[src/rtl/nabp_filter_pkg.sv]
// Shared types and defaults for the filtered-data delay-line read side.
// Feature macro used by filter_stream_aligner: FILTER_STREAM_ALIGNER_CHECK_EN.
`timescale 1ns/1ps
package nabp_filter_pkg;

  typedef enum logic [2:0] {
    CLEAR,
    IDLE,
    PRIME,
    STREAM,
    FLUSH,
    DONE
  } state_t;

  // Group delay of the FIR (filter order / 2) and filtered sample width.
  localparam int DEFAULT_DELAY_LENGTH = 8;
  localparam int DEFAULT_DATA_LENGTH  = 16;

endpackage

[src/rtl/filter_stream_out_reg.sv]
// Single-entry output register with valid/ready hold; slot_free says a new
// sample may be written this cycle (slot empty or being drained right now).
`timescale 1ns/1ps
module filter_stream_out_reg #(
  parameter int pDataLength = 16
) (
  input  logic                   clk,
  input  logic                   reset_n,
  input  logic                   load,
  input  logic [pDataLength-1:0] load_data,
  input  logic                   load_last,
  input  logic                   out_ready,
  output logic                   out_valid,
  output logic [pDataLength-1:0] out_data,
  output logic                   out_last,
  output logic                   slot_free
);

  logic                   valid_reg;
  logic [pDataLength-1:0] data_reg;
  logic                   last_reg;

  assign slot_free = ~valid_reg | out_ready;

  // Callers only assert load while slot_free, so a held sample is never lost.
  always_ff @(posedge clk or negedge reset_n) begin
    if (!reset_n) begin
      valid_reg <= 1'b0;
      data_reg  <= '0;
      last_reg  <= 1'b0;
    end else if (load) begin
      valid_reg <= 1'b1;
      data_reg  <= load_data;
      last_reg  <= load_last;
    end else if (out_ready) begin
      valid_reg <= 1'b0;
      last_reg  <= 1'b0;
    end
  end

  assign out_valid = valid_reg;
  assign out_data  = data_reg;
  assign out_last  = last_reg;

endmodule

[src/rtl/filter_stream_aligner.sv]
// Read-side controller for the FIR group-delay line: primes, streams, flushes
// and clears it so each line yields exactly pLineLength aligned samples.
// Optional length checking (in_last / err_len): FILTER_STREAM_ALIGNER_CHECK_EN.
`timescale 1ns/1ps
module filter_stream_aligner
  import nabp_filter_pkg::*;
#(
  parameter int pDelayLength = DEFAULT_DELAY_LENGTH,
  parameter int pDataLength  = DEFAULT_DATA_LENGTH,
  parameter int pLineLength  = 256,
  parameter int pCntLength   = 9
) (
  input  logic                   clk,
  input  logic                   reset_n,
  input  logic                   in_valid,
  output logic                   in_ready,
  input  logic [pDataLength-1:0] in_data,
  output logic                   sr_enable,
  output logic                   sr_clear,
  output logic [pDataLength-1:0] sr_val_in,
  input  logic [pDataLength-1:0] sr_val_out,
  output logic                   out_valid,
  input  logic                   out_ready,
  output logic [pDataLength-1:0] out_data,
  output logic                   out_last,
`ifdef FILTER_STREAM_ALIGNER_CHECK_EN
  input  logic                   in_last,
  output logic                   err_len,
`endif
  output logic                   busy
);

  localparam logic [pCntLength-1:0] LINE_CNT  = pCntLength'(pLineLength);
  localparam logic [pCntLength-1:0] DELAY_CNT = pCntLength'(pDelayLength);
  localparam logic [pCntLength-1:0] LAST_EN   = pCntLength'(pLineLength + pDelayLength - 1);
  localparam logic [pCntLength-1:0] CNT_ONE   = pCntLength'(1);

  state_t                state_reg, state_next;
  logic [pCntLength-1:0] in_cnt_reg;
  logic [pCntLength-1:0] en_cnt_reg;
  logic [pCntLength-1:0] out_cnt_reg;
  logic                  cap_pend_reg;
  logic                  cap_last_reg;
  logic                  busy_reg;

  logic slot_free;
  logic up_xfer;
  logic out_xfer;
  logic capture;

  assign out_xfer = out_valid & out_ready;
  // sr_val_out holds while no enable is issued, so a pending capture can wait for the slot.
  assign capture  = cap_pend_reg & slot_free;

  always_comb begin
    state_next = state_reg;
    in_ready   = 1'b0;
    sr_enable  = 1'b0;
    sr_clear   = 1'b0;
    sr_val_in  = '0;
    up_xfer    = 1'b0;
    case (state_reg)
      CLEAR: begin
        sr_clear   = 1'b1;
        state_next = IDLE;
      end
      IDLE, PRIME, STREAM: begin
        in_ready = slot_free;
        up_xfer  = in_valid & slot_free;
        if (up_xfer) begin
          sr_enable = 1'b1;
          sr_val_in = in_data;
          if (in_cnt_reg + CNT_ONE == LINE_CNT) begin
            state_next = FLUSH;
          end else if (en_cnt_reg + CNT_ONE >= DELAY_CNT) begin
            state_next = STREAM;
          end else begin
            state_next = PRIME;
          end
        end
      end
      FLUSH: begin
        if (slot_free) begin
          sr_enable = 1'b1;
          if (en_cnt_reg == LAST_EN) begin
            state_next = DONE;
          end
        end
      end
      DONE: begin
        if (out_cnt_reg == LINE_CNT) begin
          state_next = CLEAR;
        end
      end
      default: begin
        state_next = CLEAR;
      end
    endcase
  end

  always_ff @(posedge clk or negedge reset_n) begin
    if (!reset_n) begin
      state_reg <= CLEAR;
    end else begin
      state_reg <= state_next;
    end
  end

  // The first pDelayLength enables only push stale start-up words out of the line.
  always_ff @(posedge clk or negedge reset_n) begin
    if (!reset_n) begin
      in_cnt_reg   <= '0;
      en_cnt_reg   <= '0;
      out_cnt_reg  <= '0;
      cap_pend_reg <= 1'b0;
      cap_last_reg <= 1'b0;
    end else if (state_reg == CLEAR) begin
      in_cnt_reg   <= '0;
      en_cnt_reg   <= '0;
      out_cnt_reg  <= '0;
      cap_pend_reg <= 1'b0;
      cap_last_reg <= 1'b0;
    end else begin
      if (up_xfer) begin
        in_cnt_reg <= in_cnt_reg + CNT_ONE;
      end
      if (out_xfer) begin
        out_cnt_reg <= out_cnt_reg + CNT_ONE;
      end
      if (sr_enable) begin
        en_cnt_reg   <= en_cnt_reg + CNT_ONE;
        cap_pend_reg <= (en_cnt_reg >= DELAY_CNT);
        cap_last_reg <= (en_cnt_reg == LAST_EN);
      end else if (capture) begin
        cap_pend_reg <= 1'b0;
        cap_last_reg <= 1'b0;
      end
    end
  end

  always_ff @(posedge clk or negedge reset_n) begin
    if (!reset_n) begin
      busy_reg <= 1'b0;
    end else if (state_reg == CLEAR) begin
      busy_reg <= 1'b0;
    end else if (state_reg == IDLE && up_xfer) begin
      busy_reg <= 1'b1;
    end
  end

  assign busy = busy_reg;

  filter_stream_out_reg #(
    .pDataLength(pDataLength)
  ) u_out_reg (
    .clk       (clk),
    .reset_n   (reset_n),
    .load      (capture),
    .load_data (sr_val_out),
    .load_last (cap_last_reg),
    .out_ready (out_ready),
    .out_valid (out_valid),
    .out_data  (out_data),
    .out_last  (out_last),
    .slot_free (slot_free)
  );

`ifdef FILTER_STREAM_ALIGNER_CHECK_EN
  logic err_len_reg;

  always_ff @(posedge clk or negedge reset_n) begin
    if (!reset_n) begin
      err_len_reg <= 1'b0;
    end else if (up_xfer && (in_last != (in_cnt_reg == LINE_CNT - CNT_ONE))) begin
      err_len_reg <= 1'b1;
    end
  end

  assign err_len = err_len_reg;
`endif

endmodule

[config.mk]
export PLATFORM = sky130hd
export DESIGN_NAME = filter_stream_aligner
export DESIGN_NICKNAME = d
export VERILOG_FILES = /design/src/rtl/nabp_filter_pkg.sv /design/src/rtl/filter_stream_out_reg.sv /design/src/rtl/filter_stream_aligner.sv
export SDC_FILE = /design/constraint.sdc
export NUM_CORES = 1
export LEC_CHECK = 0
export BUFFER_PORTS_ARGS = -buffer_cell sky130_fd_sc_hd__buf_2
export CAP_MARGIN = 20
export CORE_ASPECT_RATIO = 0.8
export CORE_MARGIN = 2
export CORE_UTILIZATION = 47
export DETAILED_ROUTE_END_ITERATION = 8
export MAX_ROUTING_LAYER = met4
export PLACE_DENSITY = 0.75
export SYNTH_ARGS = -nofsm -noshare
export SYNTH_HDL_FRONTEND = slang
export SYNTH_HIERARCHICAL = 1
export SYNTH_SLANG_ARGS = --single-unit
export TNS_END_PERCENT = 1
[constraint.sdc]
create_clock -name clk -period 2.2 [get_ports clk]
set_input_delay 0.55 -clock clk [delete_from_list [all_inputs] [get_ports clk]]
set_output_delay 0.55 -clock clk [all_outputs]
set_load 0.01 [all_outputs]
==> run metrics <==
met3 WL post-DR around 300 um; Reg2Reg Launch Point state_reg[2]; port bufs 73; Final Wtd Congestion 0.903; Iter 0 DRT Violations 87; most frequent cells after synthesis 51 x dfrtp_1, 27 x nand2_1, 19 x nor2_1, 18 x o21ai_0, 17 x and2_1; antenna violations before repair 0; Pwr per Cell Area between 500 and 600 mW/mm2; Area Growth Syn to Fin 23.5%; Synth top area share 46.4%; worst vdd ir approximately 0.00042 V; DRC 0; post-DP HPWL 4140 um; CTS Buf Count 5; total I/O pin count between 70 and 80; vias in the first global route between 1.5k and 2k; crit path time final about 2100 ps; CTS Hold Bufs 0; max-cap violations 0; register area share after synthesis between 40% and 50%; Avg WL per Cell roughly 13 um; combinational fraction of design power under 10%; ANT cells 0; H-tree depth 2; setup TNS 0 ps; clk_skew between 6 and 7 ps; clock root buffer clkbuf_8; fin worst setup slack ~65 ps; WP data arrival between 1500 and 2000 ps; Switching Share a little over a fifth; Final Hold Fails 0; Initial Util approximately half; Detailed Routing Iterations Pass 1 4; number of clock sinks 51; Mapped Cells 270; fin crit share 97.0%; share of cells above drive strength 1 between 30% and 40%; Yosys top cell by area dfrtp_1; synth unique cells 50; top_reg_cell synth dfrtp_1; max-slew violation count 0; Avg Vias per Cell 5.15; CP Data Required Time roughly 1700 ps; R2R Setup Slk ~430 ps; Placement Setup Slack approximately 40 ps; max reg flops 16; worst skew pair latency between 300 and 400 ps; largest net degree at the start of global routing 30; met2 WL between 2000 and 2500 um; synthesized area ~0.0027 mm2; worst-path fanout max 5; Synth Warn # 6; first-pass GRT wire length between 8000 and 9000 um; Rel. slew slack 65.8%; Startpoint Class register; die height around 72 um; DR top layer met4; P_int 1360 uW; grt ovf 0; Final #Nets between 300 and 400; number of synthesized register bits 51; Core Util, Final roughly 61%; critical setup path kind reg2out; RR Endpoint en_cnt_reg[7]; GRT Overall Usage a little under a fifth; met1 WL about 2700 um; via count about 2.2k; CTS tree done; final WL 5560 um; Final ANT Viol Nets 0; Core ar. ~0.0056 mm2; Area contributors post-synth dfrtp_1 46%, mux2_4 4.4%, and2_1 3.9%; r2r worst-path depth 6; sequential power share a little under three fifths; Critical Path Start state_reg[1]; FMAX 0.468 GHz; Die Area 0.00648 mm2; DIE WIDTH 89.5 um; leakage power ~0.0017 uW; fin area around 0.0034 mm2; NetSw around 380 uW; Post-synth EDFFs 0; Slew @ Worst Pin between 500 and 600 ps; FP Rows 24; share of power burned in the clock network 36.8%; asr flop ratio synth 100%; unrepaired setup endpoints after global routing yes; Hold Crit Class in2async; endpoint class of the critical path primary output; Filler Cell Count 456; Reg clk slew, reported paths ~90 ps; final setup fails 0; Syn Area/Cell 10.2 um2; DP Area 0.00325 mm2; CTS max path bufs 2; Syn Nets between 300 and 400; most common cell in the netlist dfrtp_1; result of the run completed
-- stage by stage --
step           instances  total power (uW)  hold WS [ps]
3_3_place_gp         421              1110           482
4_1_cts              429              1750           206
3_5_place_dp         421              1120           477
5_1_grt              429              1810           231
6_report             429              1730           197
2_1_floorplan        270              1040           254
-- cell usage in the layout (no fill, tap or decap), drive strengths merged, types with 2 or more instances in the layout --
cell type   n
nand4       4
xnor2       3
inv        10
xor2        8
dfrtp      51
nand2      27
o21ai      23
nor2       19
nand4b      2
nor3        7
a22o        5
mux2i       3
a21o        3
buf        86
or3         5
a21oi       5
mux2       17
ha          5
nand3       6
clkbuf      5
and3       10
nor4        2
nand2b      4
nor4b       4
nor2b       2
a211oi      2
and2       17
-- what timing repair did --
action	in CTS	in global routing
gates resized for setup	1	8
pin swaps	1	1
buffers inserted	1	0
endpoints found under the hold margin	0	0
setup endpoints to repair	2	16
-- power groups by stage --
stage,clock [uW],sequential (uW),combinational (uW)
2_1_floorplan,0,1000,38.7
4_1_cts,654,976,122
3_5_place_dp,0,994,122
3_3_place_gp,0,993,118
6_report,637,975,120
5_1_grt,693,979,139
-- area by class of cell --
type	count	area, um2	share of cell area [%]
Clock inverter	2	37.5	1.11
Clock buffer	5	68.8	2.03
Inverter	10	40.0	1.18
Tap cell	78	97.6	2.88
Sequential cell	51	1280	37.6
Multi-Input combinational cell	197	1370	40.3
Timing Repair Buffer	86	504	14.9
-- critical path, cell delays in order, from the launching register on --
cell	delay, ps
dfrtp_1	390
or2_4	280
mux2_4	280
nand2b_4	160
inv_2	50
buf_2	120
-- worst max-delay path by stage --
stage,to,slack (ps),cells after the start
final,sr_enable,70,5
after global placement,sr_val_in[8],90,7
after global routing,sr_val_in[11],-20,6
after floorplan,sr_val_in[10],90,5
after detailed placement,sr_val_in[9],40,7
after CTS,sr_enable,10,5
-- metal layers --
metal / track usage (%) / vias up
li1: - / 1110
met1: 25.2 / 1032
met2: 27.0 / 60
met3: 4.10 / 8
met4: 4.48 / 0
met5: - / -
-- logic make-up after synthesis --
| kind of cell | share of synthesized area (%) |
|---|---|
| compound gates | 11.9 |
| xor+xnor | 3.51 |
| fa+ha+maj | 2.28 |
| buf+inv | 4.28 |
| flops | 46.4 |
| mux | 9.15 |
| simple gates | 22.4 |
Power figures use the tool's default switching activity.
